===== config.mk =====
export PLATFORM = sky130hd
export DESIGN_NAME = instruction_fetch_queue_flat
export DESIGN_NICKNAME = d
export VERILOG_FILES = /design/src/rtl/instruction_fetch_queue_pkg.sv /design/src/rtl/instruction_fetch_queue_if.sv /design/src/rtl/instruction_fetch_queue_storage.sv /design/src/rtl/instruction_fetch_queue.sv /design/src/flat_wrapper.sv
export SDC_FILE = /design/constraint.sdc
export NUM_CORES = 1
export LEC_CHECK = 0
export CORE_ASPECT_RATIO = 0.7
export CORE_MARGIN = 3
export CORE_UTILIZATION = 43
export DETAILED_ROUTE_END_ITERATION = 12
export RECOVER_POWER = 100
export SETUP_SLACK_MARGIN = 0.1
export SYNTH_ARGS = -nofsm -noshare
export SYNTH_HDL_FRONTEND = slang
export SYNTH_SLANG_ARGS = --single-unit

===== constraint.sdc =====
create_clock -name clockIn -period 15.2 [get_ports clockIn]
set_clock_uncertainty 0.05 [all_clocks]
set_input_delay 4.56 -clock clockIn [delete_from_list [all_inputs] [get_ports clockIn]]
set_output_delay 4.56 -clock clockIn [all_outputs]
set_load 0.01 [all_outputs]

===== src/rtl/instruction_fetch_queue_pkg.sv =====
// Shared types and helpers for the instruction fetch queue.
// Opcode constants, immediate extraction and the queue entry layout.
package instruction_fetch_queue_pkg;

   localparam logic [6:0] OP_JAL    = 7'b1101111;
   localparam logic [6:0] OP_JALR   = 7'b1100111;
   localparam logic [6:0] OP_BRANCH = 7'b1100011;
   localparam logic [6:0] OP_LOAD   = 7'b0000011;
   localparam logic [6:0] OP_STORE  = 7'b0100011;
   localparam logic [6:0] OP_IMM    = 7'b0010011;
   localparam logic [6:0] OP_REG    = 7'b0110011;
   localparam logic [6:0] OP_LUI    = 7'b0110111;
   localparam logic [6:0] OP_AUIPC  = 7'b0010111;

   typedef struct packed {
      logic [31:0] ins;
      logic [31:0] pc;
      logic        redirected;
   } ifq_entry_t;

   function automatic logic [31:0] imm_j(input logic [31:0] i);
      return {{12{i[31]}}, i[19:12], i[20], i[30:21], 1'b0};
   endfunction

   function automatic logic [31:0] imm_b(input logic [31:0] i);
      return {{20{i[31]}}, i[7], i[30:25], i[11:8], 1'b0};
   endfunction

   function automatic logic [31:0] imm_12(input logic [31:0] i);
      return {{20{i[31]}}, i[31:20]};
   endfunction

endpackage


===== src/rtl/instruction_fetch_queue_if.sv =====
// Fetch-queue bus: icache side, decode side and redirect inputs.
// master = the fetch queue, slave = icache/decode/ROB environment.
interface instruction_fetch_queue_if #(
   parameter int QUEUE_WIDTH = 3
);
   logic [31:0]          fetchOut;
   logic                 hit;
   logic [31:0]          icacheIn;
   logic                 clearIn;
   logic [31:0]          setPCVal;
   logic                 jumpFlag;
   logic [31:0]          jumpPC;
   logic                 insTake;
   logic                 insValid;
   logic [31:0]          insOut;
   logic [31:0]          insPCOut;
   logic                 insRedirected;
   logic [QUEUE_WIDTH:0] queueCount;
   logic                 queueFull;

   modport master (
      output fetchOut, insValid, insOut, insPCOut,
      output insRedirected, queueCount, queueFull,
      input  hit, icacheIn, clearIn, setPCVal,
      input  jumpFlag, jumpPC, insTake
   );

   modport slave (
      input  fetchOut, insValid, insOut, insPCOut,
      input  insRedirected, queueCount, queueFull,
      output hit, icacheIn, clearIn, setPCVal,
      output jumpFlag, jumpPC, insTake
   );
endinterface


===== src/rtl/instruction_fetch_queue_storage.sv =====
// ifq_storage: generic 2^WIDTH-entry ring buffer of fetch entries.
// Push/pop/flush with occupancy count; push at full needs a pop.
module ifq_storage
   import instruction_fetch_queue_pkg::*;
#(
   parameter int WIDTH = 3
) (
   input  logic             clk,
   input  logic             rst,
   input  logic             en,
   input  logic             flush,
   input  logic             push,
   input  logic             pop,
   input  ifq_entry_t       din,
   output ifq_entry_t       dout,
   output logic [WIDTH:0]   count,
   output logic             full,
   output logic             empty,
   output logic             accepted
);
   localparam int DEPTH = 1 << WIDTH;

   ifq_entry_t       mem [DEPTH];
   logic [WIDTH-1:0] head;
   logic [WIDTH-1:0] tail;
   logic             do_push;
   logic             do_pop;

   assign empty    = (count == '0);
   assign full     = (count == (WIDTH+1)'(DEPTH));
   assign do_pop   = pop & ~empty;
   assign do_push  = push & (~full | do_pop);
   assign accepted = en & ~flush & do_push;
   assign dout     = mem[head];

   // ring pointers, occupancy and entry storage
   always_ff @(posedge clk) begin
      if (rst) begin
         head  <= '0;
         tail  <= '0;
         count <= '0;
         for (int i = 0; i < DEPTH; i++) mem[i] <= '0;
      end else if (en) begin
         if (flush) begin
            head  <= '0;
            tail  <= '0;
            count <= '0;
         end else begin
            if (do_push) begin
               mem[tail] <= din;
               tail      <= tail + 1'b1;
            end
            if (do_pop) head <= head + 1'b1;
            case ({do_push, do_pop})
               2'b10:   count <= count + 1'b1;
               2'b01:   count <= count - 1'b1;
               default: count <= count;
            endcase
         end
      end
   end

endmodule


===== src/rtl/instruction_fetch_queue.sv =====
// Decoupled fetch stage: owns the fetch PC, buffers icache words.
// Optional JAL predecode redirect with macro IFQ_JAL_PREDECODE_EN.
module instruction_fetch_queue
   import instruction_fetch_queue_pkg::*;
#(
   parameter int          QUEUE_WIDTH = 3,
   parameter logic [31:0] RESET_PC    = 32'h0
) (
   input  logic                           clockIn,
   input  logic                           resetIn,
   input  logic                           readyIn,
   instruction_fetch_queue_if.master      bus
);
   logic [31:0] fetch_addr;
   logic [31:0] next_seq;
   logic        flush;
   logic        push;
   logic        pop;
   logic        accepted;
   logic        empty;
   logic        full;
   logic        redirected;
   ifq_entry_t  din;
   ifq_entry_t  dout;

   assign flush = bus.clearIn | bus.jumpFlag;
   assign push  = bus.hit & ~flush;
   assign pop   = bus.insTake & ~flush;

`ifdef IFQ_JAL_PREDECODE_EN
   // follow a fetched jal immediately instead of the next word
   always_comb begin
      redirected = 1'b0;
      next_seq   = fetch_addr + 32'd4;
      if (bus.icacheIn[6:0] == OP_JAL) begin
         redirected = 1'b1;
         next_seq   = fetch_addr + imm_j(bus.icacheIn);
      end
   end
`else
   assign redirected = 1'b0;
   assign next_seq   = fetch_addr + 32'd4;
`endif

   assign din = '{ins: bus.icacheIn, pc: fetch_addr, redirected: redirected};

   ifq_storage #(.WIDTH(QUEUE_WIDTH)) u_storage (
      .clk      (clockIn),
      .rst      (resetIn),
      .en       (readyIn),
      .flush    (flush),
      .push     (push),
      .pop      (pop),
      .din      (din),
      .dout     (dout),
      .count    (bus.queueCount),
      .full     (full),
      .empty    (empty),
      .accepted (accepted)
   );

   // fetch PC: clear beats jump beats sequential advance
   always_ff @(posedge clockIn) begin
      if (resetIn) begin
         fetch_addr <= RESET_PC;
      end else if (readyIn) begin
         if (bus.clearIn)       fetch_addr <= bus.setPCVal;
         else if (bus.jumpFlag) fetch_addr <= bus.jumpPC;
         else if (accepted)     fetch_addr <= next_seq;
      end
   end

   assign bus.fetchOut      = fetch_addr;
   assign bus.insValid      = ~empty;
   assign bus.insOut        = dout.ins;
   assign bus.insPCOut      = dout.pc;
   assign bus.insRedirected = dout.redirected;
   assign bus.queueFull     = full;

endmodule


===== src/flat_wrapper.sv =====
// flat-port wrapper written by rule: the top's interface ports become plain ports
module instruction_fetch_queue_flat import instruction_fetch_queue_pkg::*;
#(
   parameter int          QUEUE_WIDTH = 3,
   parameter logic [31:0] RESET_PC    = 32'h0
)
  (clockIn, resetIn, readyIn, bus_fetchOut, bus_insValid, bus_insOut, bus_insPCOut, bus_insRedirected, bus_queueCount, bus_queueFull, bus_hit, bus_icacheIn, bus_clearIn, bus_setPCVal, bus_jumpFlag, bus_jumpPC, bus_insTake);
  instruction_fetch_queue_if #(.QUEUE_WIDTH(QUEUE_WIDTH)) bus_i ();
  input  logic clockIn;
  input  logic resetIn;
  input  logic readyIn;
  output wire logic [$bits(bus_i.fetchOut)-1:0] bus_fetchOut;
  output wire logic [$bits(bus_i.insValid)-1:0] bus_insValid;
  output wire logic [$bits(bus_i.insOut)-1:0] bus_insOut;
  output wire logic [$bits(bus_i.insPCOut)-1:0] bus_insPCOut;
  output wire logic [$bits(bus_i.insRedirected)-1:0] bus_insRedirected;
  output wire logic [$bits(bus_i.queueCount)-1:0] bus_queueCount;
  output wire logic [$bits(bus_i.queueFull)-1:0] bus_queueFull;
  input wire logic [$bits(bus_i.hit)-1:0] bus_hit;
  input wire logic [$bits(bus_i.icacheIn)-1:0] bus_icacheIn;
  input wire logic [$bits(bus_i.clearIn)-1:0] bus_clearIn;
  input wire logic [$bits(bus_i.setPCVal)-1:0] bus_setPCVal;
  input wire logic [$bits(bus_i.jumpFlag)-1:0] bus_jumpFlag;
  input wire logic [$bits(bus_i.jumpPC)-1:0] bus_jumpPC;
  input wire logic [$bits(bus_i.insTake)-1:0] bus_insTake;
  assign bus_fetchOut = bus_i.fetchOut;
  assign bus_insValid = bus_i.insValid;
  assign bus_insOut = bus_i.insOut;
  assign bus_insPCOut = bus_i.insPCOut;
  assign bus_insRedirected = bus_i.insRedirected;
  assign bus_queueCount = bus_i.queueCount;
  assign bus_queueFull = bus_i.queueFull;
  assign bus_i.hit = bus_hit;
  assign bus_i.icacheIn = bus_icacheIn;
  assign bus_i.clearIn = bus_clearIn;
  assign bus_i.setPCVal = bus_setPCVal;
  assign bus_i.jumpFlag = bus_jumpFlag;
  assign bus_i.jumpPC = bus_jumpPC;
  assign bus_i.insTake = bus_insTake;
  instruction_fetch_queue #(.QUEUE_WIDTH(QUEUE_WIDTH), .RESET_PC(RESET_PC)) u_core (.clockIn(clockIn), .resetIn(resetIn), .readyIn(readyIn), .bus(bus_i));
endmodule

==> results_dict.tcl <==
set metrics [dict create \
    fmax_mhz 90.9 \
    synth_seq_cells 557 \
    wl_per_cell_um 24.3 \
    syn_avg_cell_area_sq_um 14.8 \
    layout_setup_ws_ns 4.20 \
    ys_async_sr_fraction_pct 0 \
    status "finished with violations" \
    final_nets 1990 \
    ctsHoldBuffers 0 \
    crit_arrival_ns 6.39 \
    clockRootBuffer "clkbuf_16" \
    final_cell_mix "edfxtp_1 (512), and2_0 (293), and2_1 (210)" \
    end_kind "output port" \
    synth_top_family_by_area "simple AND/OR/NAND/NOR gates" \
    worst_ep_required_time_ns 10.59 \
    cts_tree "built" \
    synth_fa_ha_area_share_pct 0.320 \
    drcViolationCount 0 \
    synth_compound_area_share_pct 4.06 \
    dpl.cell_count 2622 \
    final_cells 2721 \
    clk_pin_slew_ns 0.06 \
    setup_viol 0 \
    numCtsBuffers 55 \
    htree_levels 2 \
    critPathLaunchType "register" \
    layout-drive-gt1-share_pct 14.9 \
    synthSimpleGateAreaFrac_pct 15.6 \
    slew_violations 953 \
    max_slew_margin_pct -211 \
    cts_setup_buffers 0 \
    crit_path_max_fanout 112 \
    clkLatencyLatePin_ns 0.60 \
    synth.area.mux_share_pct 14.2 \
    grt_pass1_wl_um 101000 \
    place_ws_ns 6.60 \
    core.rowCount 74 \
    grt_overflow 0 \
    die_w_um 299 \
    vias_per_cell 5.53 \
    vias 15040 \
    area_growth_pct 16.6 \
    die_h_um 211 \
    violations "max-capacitance violations, max-slew violations" \
    setup-tns-final_ns 0 \
    dr.pass1.iters 5 \
    drt_iter0_markers 1334 \
    ios 206 \
    grt_pass1_vias 15789 \
    fillCellCount 4911 \
    syn_nets 1852 \
    timing_hold_violations_final 0 \
    setup.worst_path.class "reg2out" \
    clock_sinks 557 \
    hold_path.class "reg2reg" \
    synth_edf_count 512 \
    design.core.area_sq_um 58800 \
    cts.repair.resized 0 \
    ir_drop_mv 0.0866 \
    worst_pin_slew_ns 4.67 \
    cts-root-to-sink-buffers 3 \
    buffer_ports.inserted 204 \
    fin_crit_sh_pct 72.4 \
    routed_wl_um 66100 \
    synth-xor-area-share_pct 0.170 \
    start_util_pct 43.8 \
    synth_seq_area_share_pct 63.1 \
    syn_inst 1743 \
    grt_setup_unrepaired "false" \
    grt_antenna_before_repair 0 \
    drtAntennaViolNets 0 \
    dieArea_sq_um 63000 \
    powerDensity_nw_per_um2 110 \
    yosysUniqueCellTypes 69 \
    grt_max_degree 113 \
    dp_hpwl_um 37300 \
    synthesis.area_sq_um 25800 \
    grt_usage_pct 21.2 \
    layout_min_cycle_time_ns 11.00 \
    p_leak_nw 10.2 \
    ys_warn_count 0 \
    synth-main-ff-cell "edfxtp_1" \
    final_common_cell "edfxtp_1" \
    maxCapViolCount 22 \
    place.gp.congestion 0.818 \
]
==> cells in the mapped netlist, types with 5 or more instances <==
cell type	number	share of area, %
or2_2	7	0.17
nand3_1	13	0.25
nor3_1	15	0.29
a31oi_1	9	0.22
a211oi_1	5	0.15
nand4_1	14	0.34
buf_2	19	0.37
o21ai_0	37	0.72
mux2i_1	6	0.23
o211ai_1	9	0.26
nor4_1	14	0.34
a21oi_1	38	0.74
mux4_2	128	11
dfxtp_1	45	3.5
ha_1	5	0.24
a22oi_1	10	0.29
nor2_1	32	0.47
inv_1	7	0.10
nand2_1	38	0.55
and2_1	503	12
buf_1	6	0.087
mux2_2	64	2.8
clkbuf_1	109	1.6
edfxtp_1	512	60
clkbuf_2	12	0.23
==> state kept, by name, indices dropped and copies added (netlist names), named ones only <==
name                    cells
u_core.u_storage.count      4
u_core.bus.fetchOut        32
u_core.u_storage.mem      512
u_core.u_storage.head       3
u_core.u_storage.tail       3
==> per-layer routing <==
layer  wire length [um]  share of wire, %  track usage (%)  vias up
met1              30000                45             31.0     7704
met3               3940               6.0             3.38       89
met2              30900                47             33.5      464
met4               1290               2.0             5.23        0
met5                  0                 0                0        -
li1                   -                 -                -     6783
==> path summary, 6_finish.rpt <==
check	from	end	slack, ns	cells after the start
worst max-delay path	register	bus_insPCOut[2]	4.20	4
worst min-delay path	u_core.u_storage.head[2]	register	0.49	2
worst max register to register	u_core.u_storage.count[0]	u_core.u_storage.mem[4][7]	8.99	6
worst min register to register	u_core.u_storage.head[2]	register	0.49	2
==> worst max-delay path, stage by stage (launching register included) <==
cell           delay, ns
dfxtp_4             0.60
clkbuf_2            3.29
mux4_2              0.86
mux2_2              0.31
dlygate4sd3_1       0.60
==> logic make-up after synthesis <==
family,count (synthesis)
DFF,557
adders and majority gates,6
muxes,198
xor gates and xnor gates,5
and+or+nand+nor,665
AOI/OAI and AO/OA,156
other,1
buffers and inverters,155
==> final cells by class <==
type | instances | area [sq um] | share of cell area [%]
Clock buffer | 70 | 1470 | 4.89
Antenna cell | 1 | 2.50 | 0.00833
Timing Repair Buffer | 229 | 2170 | 7.21
Multi-Input combinational cell | 1031 | 8840 | 29.4
Tap cell | 798 | 998 | 3.32
Clock inverter | 28 | 264 | 0.878
Sequential cell | 557 | 16300 | 54.2
Inverter | 7 | 26.3 | 0.0874
==> power breakdown <==
part | leakage, nW | total [mW] | switching, mW | internal [mW]
sequential | 5.65 | 1.77 | 0.0409 | 1.73
combinational | 3.73 | 0.184 | 0.102 | 0.0824
clock | 0.856 | 1.34 | 0.577 | 0.764
==> metrics by stage <==
step	hold slack (ns)	power [mW]	utilization, %	area (sq um)
floorplan	0.434	1.87	-	25800
global placement	0.464	1.98	48.5	28500
detailed placement	0.470	1.99	48.5	28500
CTS	0.484	3.33	51.4	30200
global route	0.519	3.40	51.1	30100
finish	0.488	3.29	51.1	30100
(Power assumes the default switching activity.)
